### config.mk
export PLATFORM = sky130hd
export DESIGN_NAME = lighthouse_sensor_scheduler
export DESIGN_NICKNAME = d
export VERILOG_FILES = /design/src/rtl/lighthouse_sensor_scheduler.sv
export SDC_FILE = /design/constraint.sdc
export NUM_CORES = 1
export LEC_CHECK = 0
export CAP_MARGIN = 20
export CELL_PAD_IN_SITES_DETAIL_PLACEMENT = 2
export CELL_PAD_IN_SITES_GLOBAL_PLACEMENT = 2
export CORE_ASPECT_RATIO = 0.9
export CORE_MARGIN = 10
export CORE_UTILIZATION = 45
export CTS_BUF_LIST = sky130_fd_sc_hd__clkbuf_8
export CTS_CLUSTER_SIZE = 24
export DETAILED_ROUTE_END_ITERATION = 16
export PLACE_DENSITY = 0.84
export SYNTH_ARGS = -nofsm -noshare
export SYNTH_HDL_FRONTEND = slang
export SYNTH_SLANG_ARGS = --single-unit
### constraint.sdc
create_clock -name clock -period 8 [get_ports clock]
set_clock_uncertainty 0.05 [all_clocks]
set_input_delay 1.2 -clock clock [delete_from_list [all_inputs] [get_ports clock]]
set_output_delay 1.2 -clock clock [all_outputs]
set_load 0.05 [all_outputs]
### src/rtl/lighthouse_sensor_scheduler.sv
// Round-robin scheduler sharing one lighthouse pulse-duration unit across the sensor inputs.
// Optional pass-complete interrupt is built when LIGHTHOUSE_SCHED_IRQ_EN is defined.
module lighthouse_sensor_scheduler #(
    parameter int NUM_SENSORS    = 16,
    parameter int TIMEOUT_CYCLES = 100000,
    parameter int SETTLE_CYCLES  = 2
) (
    input  logic                   clock,
    input  logic                   reset,
    input  logic [4:0]             address,
    input  logic                   write,
    input  logic [31:0]            writedata,
    input  logic                   read,
    output logic [31:0]            readdata,
    output logic                   waitrequest,
    input  logic [NUM_SENSORS-1:0] sensor_signal_i,
    output logic                   meas_sensor_o,
    output logic                   meas_start_o,
    input  logic                   meas_ready_i,
    input  logic [31:0]            meas_duration_i,
    output logic                   irq_o
);

    localparam logic [2:0] S_IDLE   = 3'd0;
    localparam logic [2:0] S_SELECT = 3'd1;
    localparam logic [2:0] S_START  = 3'd2;
    localparam logic [2:0] S_ARM    = 3'd3;
    localparam logic [2:0] S_WAIT   = 3'd4;
    localparam logic [2:0] S_STORE  = 3'd5;
    localparam logic [2:0] S_NEXT   = 3'd6;

    localparam int TW = $clog2(TIMEOUT_CYCLES + 1);
    localparam int SW = $clog2(SETTLE_CYCLES + 1);

    logic [2:0]             state;
    logic [3:0]             cur_ch;
    logic                   run;
    logic                   single;
    logic [NUM_SENSORS-1:0] enable;
    logic [NUM_SENSORS-1:0] valid;
    logic [NUM_SENSORS-1:0] timed_out;
    logic [31:0]            duration [NUM_SENSORS];
    logic [31:0]            store_val;
    logic                   store_tmo;
    logic [TW-1:0]          tmo_cnt;
    logic [SW-1:0]          settle_cnt;
    logic                   meas_sensor;
    logic                   irq;
    logic [4:0]             first_hit;
    logic [4:0]             next_hit;
    logic                   pass_done;
    logic                   run_nxt;
    logic                   unused_bits;

    // Returns {found, index} of the first set mask bit at from+first_off onwards, wrapping.
    function automatic logic [4:0] find_enabled(input logic [NUM_SENSORS-1:0] mask,
                                                input logic [3:0] from, input int first_off);
        logic       found;
        logic [3:0] idx;
        int         j;
        found = 1'b0;
        idx   = '0;
        for (int k = 0; k < NUM_SENSORS; k++) begin
            j = int'(from) + k + first_off;
            if (j >= NUM_SENSORS) j = j - NUM_SENSORS;
            if (!found && mask[j[3:0]]) begin
                found = 1'b1;
                idx   = j[3:0];
            end
        end
        return {found, idx};
    endfunction

    assign first_hit   = find_enabled(enable, cur_ch, 0);
    assign next_hit    = find_enabled(enable, cur_ch, 1);
    // Landing on or before the current channel means the sweep wrapped.
    assign pass_done   = next_hit[4] && (next_hit[3:0] <= cur_ch);
    assign run_nxt     = (write && address == 5'd0) ? writedata[0] : run;
    assign waitrequest = 1'b0;
    assign meas_start_o  = (state == S_START);
    assign meas_sensor_o = meas_sensor;
    assign irq_o         = irq;
    assign unused_bits   = ^writedata[31:NUM_SENSORS];

    always_comb begin
        // NOTE: default assignment first keeps this block latch-free for unlisted addresses.
        readdata = 32'hDEAD_BEEF;
        case (address)
            5'd0: readdata = {30'b0, single, run};
            5'd1: readdata = 32'(enable);
            5'd2: readdata = {23'b0, state != S_IDLE, cur_ch, 4'b0};
            5'd3: readdata = 32'(valid);
            5'd4: readdata = 32'(timed_out);
`ifdef LIGHTHOUSE_SCHED_IRQ_EN
            5'd5: readdata = {31'b0, irq};
`endif
            default: begin
                if (address[4] && int'(address[3:0]) < NUM_SENSORS)
                    readdata = duration[address[3:0]];
            end
        endcase
    end

    always_ff @(posedge clock) begin
        if (reset) begin
            state       <= S_IDLE;
            cur_ch      <= '0;
            run         <= 1'b0;
            single      <= 1'b0;
            enable      <= '0;
            valid       <= '0;
            timed_out   <= '0;
            store_val   <= '0;
            store_tmo   <= 1'b0;
            tmo_cnt     <= '0;
            settle_cnt  <= '0;
            meas_sensor <= 1'b0;
            // NOTE: results are reset too, so a DURATION read before any store returns 0.
            for (int n = 0; n < NUM_SENSORS; n++) duration[n] <= '0;
        end else begin
            // NOTE: non-blocking updates, so every branch below sees pre-edge register values.
            meas_sensor <= sensor_signal_i[cur_ch];

            if (write) begin
                case (address)
                    5'd0: begin
                        run    <= writedata[0];
                        single <= writedata[1];
                    end
                    5'd1: enable <= writedata[NUM_SENSORS-1:0];
                    5'd4: timed_out <= timed_out & ~writedata[NUM_SENSORS-1:0];
                    default: ;
                endcase
            end

            // Placed before the FSM so a same-cycle STORE to this slot overrides the clear.
            if (read && address[4] && int'(address[3:0]) < NUM_SENSORS)
                valid[address[3:0]] <= 1'b0;

            if (state != S_IDLE && !run_nxt) begin
                state <= S_IDLE;
            end else begin
                case (state)
                    S_IDLE: begin
                        if (run && enable != '0) begin
                            cur_ch     <= first_hit[3:0];
                            settle_cnt <= '0;
                            state      <= S_SELECT;
                        end
                    end
                    S_SELECT: begin
                        if (settle_cnt == SW'(SETTLE_CYCLES - 1)) state <= S_START;
                        else settle_cnt <= settle_cnt + 1'b1;
                    end
                    S_START: begin
                        tmo_cnt <= '0;
                        state   <= S_ARM;
                    end
                    S_ARM, S_WAIT: begin
                        if (state == S_WAIT && meas_ready_i) begin
                            store_val <= meas_duration_i;
                            store_tmo <= 1'b0;
                            state     <= S_STORE;
                        end else if (tmo_cnt == TW'(TIMEOUT_CYCLES - 1)) begin
                            store_val <= '1;
                            store_tmo <= 1'b1;
                            state     <= S_STORE;
                        end else begin
                            tmo_cnt <= tmo_cnt + 1'b1;
                            if (state == S_ARM && !meas_ready_i) state <= S_WAIT;
                        end
                    end
                    S_STORE: begin
                        duration[cur_ch] <= store_val;
                        valid[cur_ch]    <= 1'b1;
                        if (store_tmo) timed_out[cur_ch] <= 1'b1;
                        state <= S_NEXT;
                    end
                    S_NEXT: begin
                        if (next_hit[4]) cur_ch <= next_hit[3:0];
                        if (enable == '0 || !run) begin
                            state <= S_IDLE;
                        end else if (single && pass_done) begin
                            run   <= 1'b0;
                            state <= S_IDLE;
                        end else begin
                            settle_cnt <= '0;
                            state      <= S_SELECT;
                        end
                    end
                    default: state <= S_IDLE;
                endcase
            end
        end
    end

`ifdef LIGHTHOUSE_SCHED_IRQ_EN
    always_ff @(posedge clock) begin
        if (reset)                              irq <= 1'b0;
        else if (state == S_NEXT && pass_done)  irq <= 1'b1;
        else if (write && address == 5'd5)      irq <= 1'b0;
    end
`else
    assign irq = 1'b0;
`endif

endmodule

==> flow_summary_export.csv <==
group,metric,value,unit
outcome,outcome,"complete, no violations",
hold_path,hold_path.startpoint,"settle_cnt[1]$_SDFFE_PP0P_",
power_and_ir_drop,p_sw_frac,0.272,
hold_path,holdPathStages,2,
power_and_ir_drop,power.density,199,nW/um^2
clock_tree,cts_root_buf,"clkbuf_8",
sta,whs,454,ps
layout,final_nets,2675,
synthesis,yosysWarningCount,0,
worst_setup_path,cpPeakStageDelay,650,ps
synthesis,yosysUniqueCellTypes,94,
routing,ant_nets,0,
synthesis,syn_inst,2508,
synthesis,async_reset_ff_frac,0,
worst_setup_path,path_max_fanout,34,
worst_setup_path,critical_path_buf_inv_count,4,
worst_setup_path,timing.rr.start,"cur_ch[1]$_SDFFE_PP0P_",
place,io_buffers,107,
synthesis,synth_area,32500,um^2
power_and_ir_drop,p_leak,0.0128,uW
synthesis,synth_commonest_cells,"523 x and2_1, 512 x edfxtp_1, 201 x mux4_2",
synthesis,synth_edf_count,512,
global_routing,grt_usage,0.327,
sta,setup_tns,0,ps
power_and_ir_drop,pwr-share-seq,0.507,
layout,syn2layout_area_growth,12.9,%
synthesis,yosysSeqAreaShare,0.541,
sta,finalSetupViolCount,0,
worst_setup_path,r2r_end,"settle_cnt[1]$_SDFFE_PP0P_",
sta,max_freq,0.144,GHz
power_and_ir_drop,comb_power_share,0.091,
global_routing,grt_max_degree,81,
sta,rsz0062_at_grt,"no",
routing,wl_per_cell,38.1,um
place,gp_congestion,0.882,
synthesis,synth.most_common_cell,"and2_1",
global_routing,gr-total-overflow,0,
global_routing,grt_pass1_vias,26287,
worst_setup_path,cp_top_family,"simple AND/OR/NAND/NOR gates",
synthesis,synthTopCellsByArea,"edfxtp_1 47%, mux4_2 14%, and2_1 10%",
worst_setup_path,critical_path_arrival,7480,ps
clock_tree,cts.clk_slew.worst_paths,70,ps
die,dieArea,83300,um^2
sta,hold_violations,0,
routing,viasPerCell,6.76,
routing,drcViolationCount,0,
hold_path,hold_path.class,"reg -> reg",
sta,max-slew-margin-rel,0.181,
sta,tightest_slew,1230,ps
layout,multiInputGateArea,14100,um^2
synthesis,synth_top_flop_cell,"edfxtp_1",
routing,routed_wl,138000,um
synthesis,synth_seq_cells,622,
die,core,71600,um^2
synthesis,synth_top_area_frac,0.474,
worst_setup_path,path_cells,"inv_1 > ha_2 > buf_4 > mux2_2 > nor3_1 > or4_1 > o21ai_2 > or4_1 > nor3_2 > buf_4 > o211ai_1 > nand4_1 > o21ai_0 > o221ai_1 > ha_1 > nor2b_1 > o21ai_0 > nand2b_1 > a21oi_1 > o21ai_0 > buf_4 > o31ai_1 > or3_1 > a21oi_1",
die,die_h,275,um
global_routing,grt_pass1_wl,197000,um
sta,maxSlewViolCount,0,
power_and_ir_drop,p_int,5300,uW
worst_setup_path,cpMaxStageDelayCell,"or4_1",
clock_tree,cts.repair.resized,0,
worst_setup_path,end_kind,"flip-flop",
power_and_ir_drop,clkPwrFrac,0.402,
routing,vias,24372,
synthesis,synth_top_cell_by_area,"edfxtp_1",
clock_tree,clkSinkCount,622,
hold_path,hold_end,"settle_cnt[1]$_SDFFE_PP0P_",
synthesis,avgSynthCellArea,12.9,um^2
layout,drive_above_1_share,0.209,
place,hpwl,79600,um
die,start_util,0.454,
worst_setup_path,startpoint_type,"flip-flop",
power_and_ir_drop,max-vdd-ir-drop,0.209,mV
clock_tree,htreeDepth,3,
clock_tree,numCtsBuffers,103,
routing,drtIter0Drc,3569,
clock_tree,ctsHoldBuffers,0,
worst_setup_path,path_class,"reg -> reg",
sta,post-route-period-util,0.869,
worst_setup_path,cp.required,8520,ps
clock_tree,insertion_delay,780,ps
worst_setup_path,reg2reg_depth,24,
global_routing,antenna_found_initial,9,
clock_tree,clock_path_buffers,3,
flow_run,max-cap-violations,0,
clock_tree,post_cts_buffers,0,
die,io_pins,126,
die,rows,93,
die,die_x,303,um
layout,seqCellArea,17600,um^2
sta,period_minus_slack,6950,ps
layout,fillers,6668,
routing,first_pass_iters,5,
power_and_ir_drop,switching_power,1980,uW
clock_tree,cts_tree,"built",
worst_setup_path,reg2reg_setup_slack,1050,ps
==> through the flow <==
| stage | setup slack, ps | area (um^2) | std cells | utilization | total power, uW |
|---|---|---|---|---|---|
| 2_1_floorplan | 2400 | 32500 | 2509 | - | 4090 |
| 3_3_place_gp | 1490 | 34500 | 3406 | 0.482 | 4330 |
| 3_5_place_dp | 1230 | 34500 | 3406 | 0.482 | 4390 |
| 4_1_cts | 1180 | 36600 | 3600 | 0.511 | 7280 |
| 5_1_grt | 732 | 36600 | 3605 | 0.512 | 7430 |
| 6_report | 1050 | 36600 | 3607 | 0.512 | 7280 |
==> flip-flops by register name (all words and copies together) (netlist names) <==
name,cells
tmo_cnt,17
single,1
timed_out,16
duration,512
meas_sensor_o,1
cur_ch,4
state,3
run,1
enable,16
store_val,32
valid,16
store_tmo,1
settle_cnt,2
==> final cells by class <==
type | count | share of cell area
antenna | 2 | 0.000137
clock buffer | 121 | 0.0454
clock inverter | 73 | 0.0104
inverter | 39 | 0.00403
multi-input combinational | 1628 | 0.384
sequential | 622 | 0.480
tap | 950 | 0.0324
timing repair buffer | 172 | 0.0435
==> layout by cell type, fill, tap and decap left out, drive strengths merged, types with 7 or more instances in the layout <==
cell type	synthesis	routed
a21o	7	7
a21oi	66	66
a221o	7	7
a22oi	7	7
a31o	16	16
a31oi	8	8
a32o	17	17
a32oi	9	9
and2	524	524
and3	21	21
buf	38	69
clkbuf	182	123
clkdlybuf4s50	0	101
clkinv	2	26
dfxtp	110	110
edfxtp	512	512
ha	19	19
inv	37	84
mux2	55	55
mux2i	48	48
mux4	201	201
nand2	127	127
nand2b	8	8
nand3	34	34
nand4	20	20
nor2	111	111
nor2b	20	20
nor3	34	34
nor4	13	13
o211ai	9	9
o21ai	64	64
o22ai	38	38
o31ai	9	9
or2	14	14
or3	8	8
xnor2	18	18
xor2	16	16
==> tightest hold or removal path, stage by stage (launching register included) <==
cell     delay (ps)
dfxtp_1         330
nand2_1          60
a21oi_1          60
==> kinds of logic after synthesis <==
group / Yosys count / synth area share
AOI/OAI and AO/OA: 315 / 0.0676
xor gates and xnor gates: 34 / 0.0114
adders and majority gates: 19 / 0.00732
buffers and inverters: 259 / 0.0316
DFF: 622 / 0.541
muxes: 304 / 0.174
other: 1 / 0.000115
and+or+nand+nor: 954 / 0.167
==> worst max path at each step <==
stage | from | to | slack [ps] | cells after the start
finish | cur_ch[1]$_SDFFE_PP0P_ | settle_cnt[1]$_SDFFE_PP0P_ | 1050 | 24
global route | cur_ch[1]$_SDFFE_PP0P_ | settle_cnt[1]$_SDFFE_PP0P_ | 730 | 24
CTS | cur_ch[1]$_SDFFE_PP0P_ | settle_cnt[1]$_SDFFE_PP0P_ | 1180 | 24
detailed placement | cur_ch[1]$_SDFFE_PP0P_ | settle_cnt[1]$_SDFFE_PP0P_ | 1230 | 24
global placement | cur_ch[1]$_SDFFE_PP0P_ | settle_cnt[1]$_SDFFE_PP0P_ | 1490 | 24
floorplan | cur_ch[1]$_SDFFE_PP0P_ | settle_cnt[1]$_SDFFE_PP0P_ | 2400 | 25
==> routing by layer <==
layer	share of wire	track usage
met4	0.049	0.153
met3	0.095	0.0746
met5	0.00032	0
met1	0.37	0.404
met2	0.48	0.540
==> power by group through the flow <==
stage | clock network (uW) | logic [uW] | registers (uW)
2_1_floorplan | 0 | 370 | 3720
3_3_place_gp | 0 | 613 | 3720
3_5_place_dp | 0 | 635 | 3750
4_1_cts | 2940 | 648 | 3690
5_1_grt | 3060 | 677 | 3700
6_report | 2930 | 664 | 3690
Power figures use the tool's default switching activity.
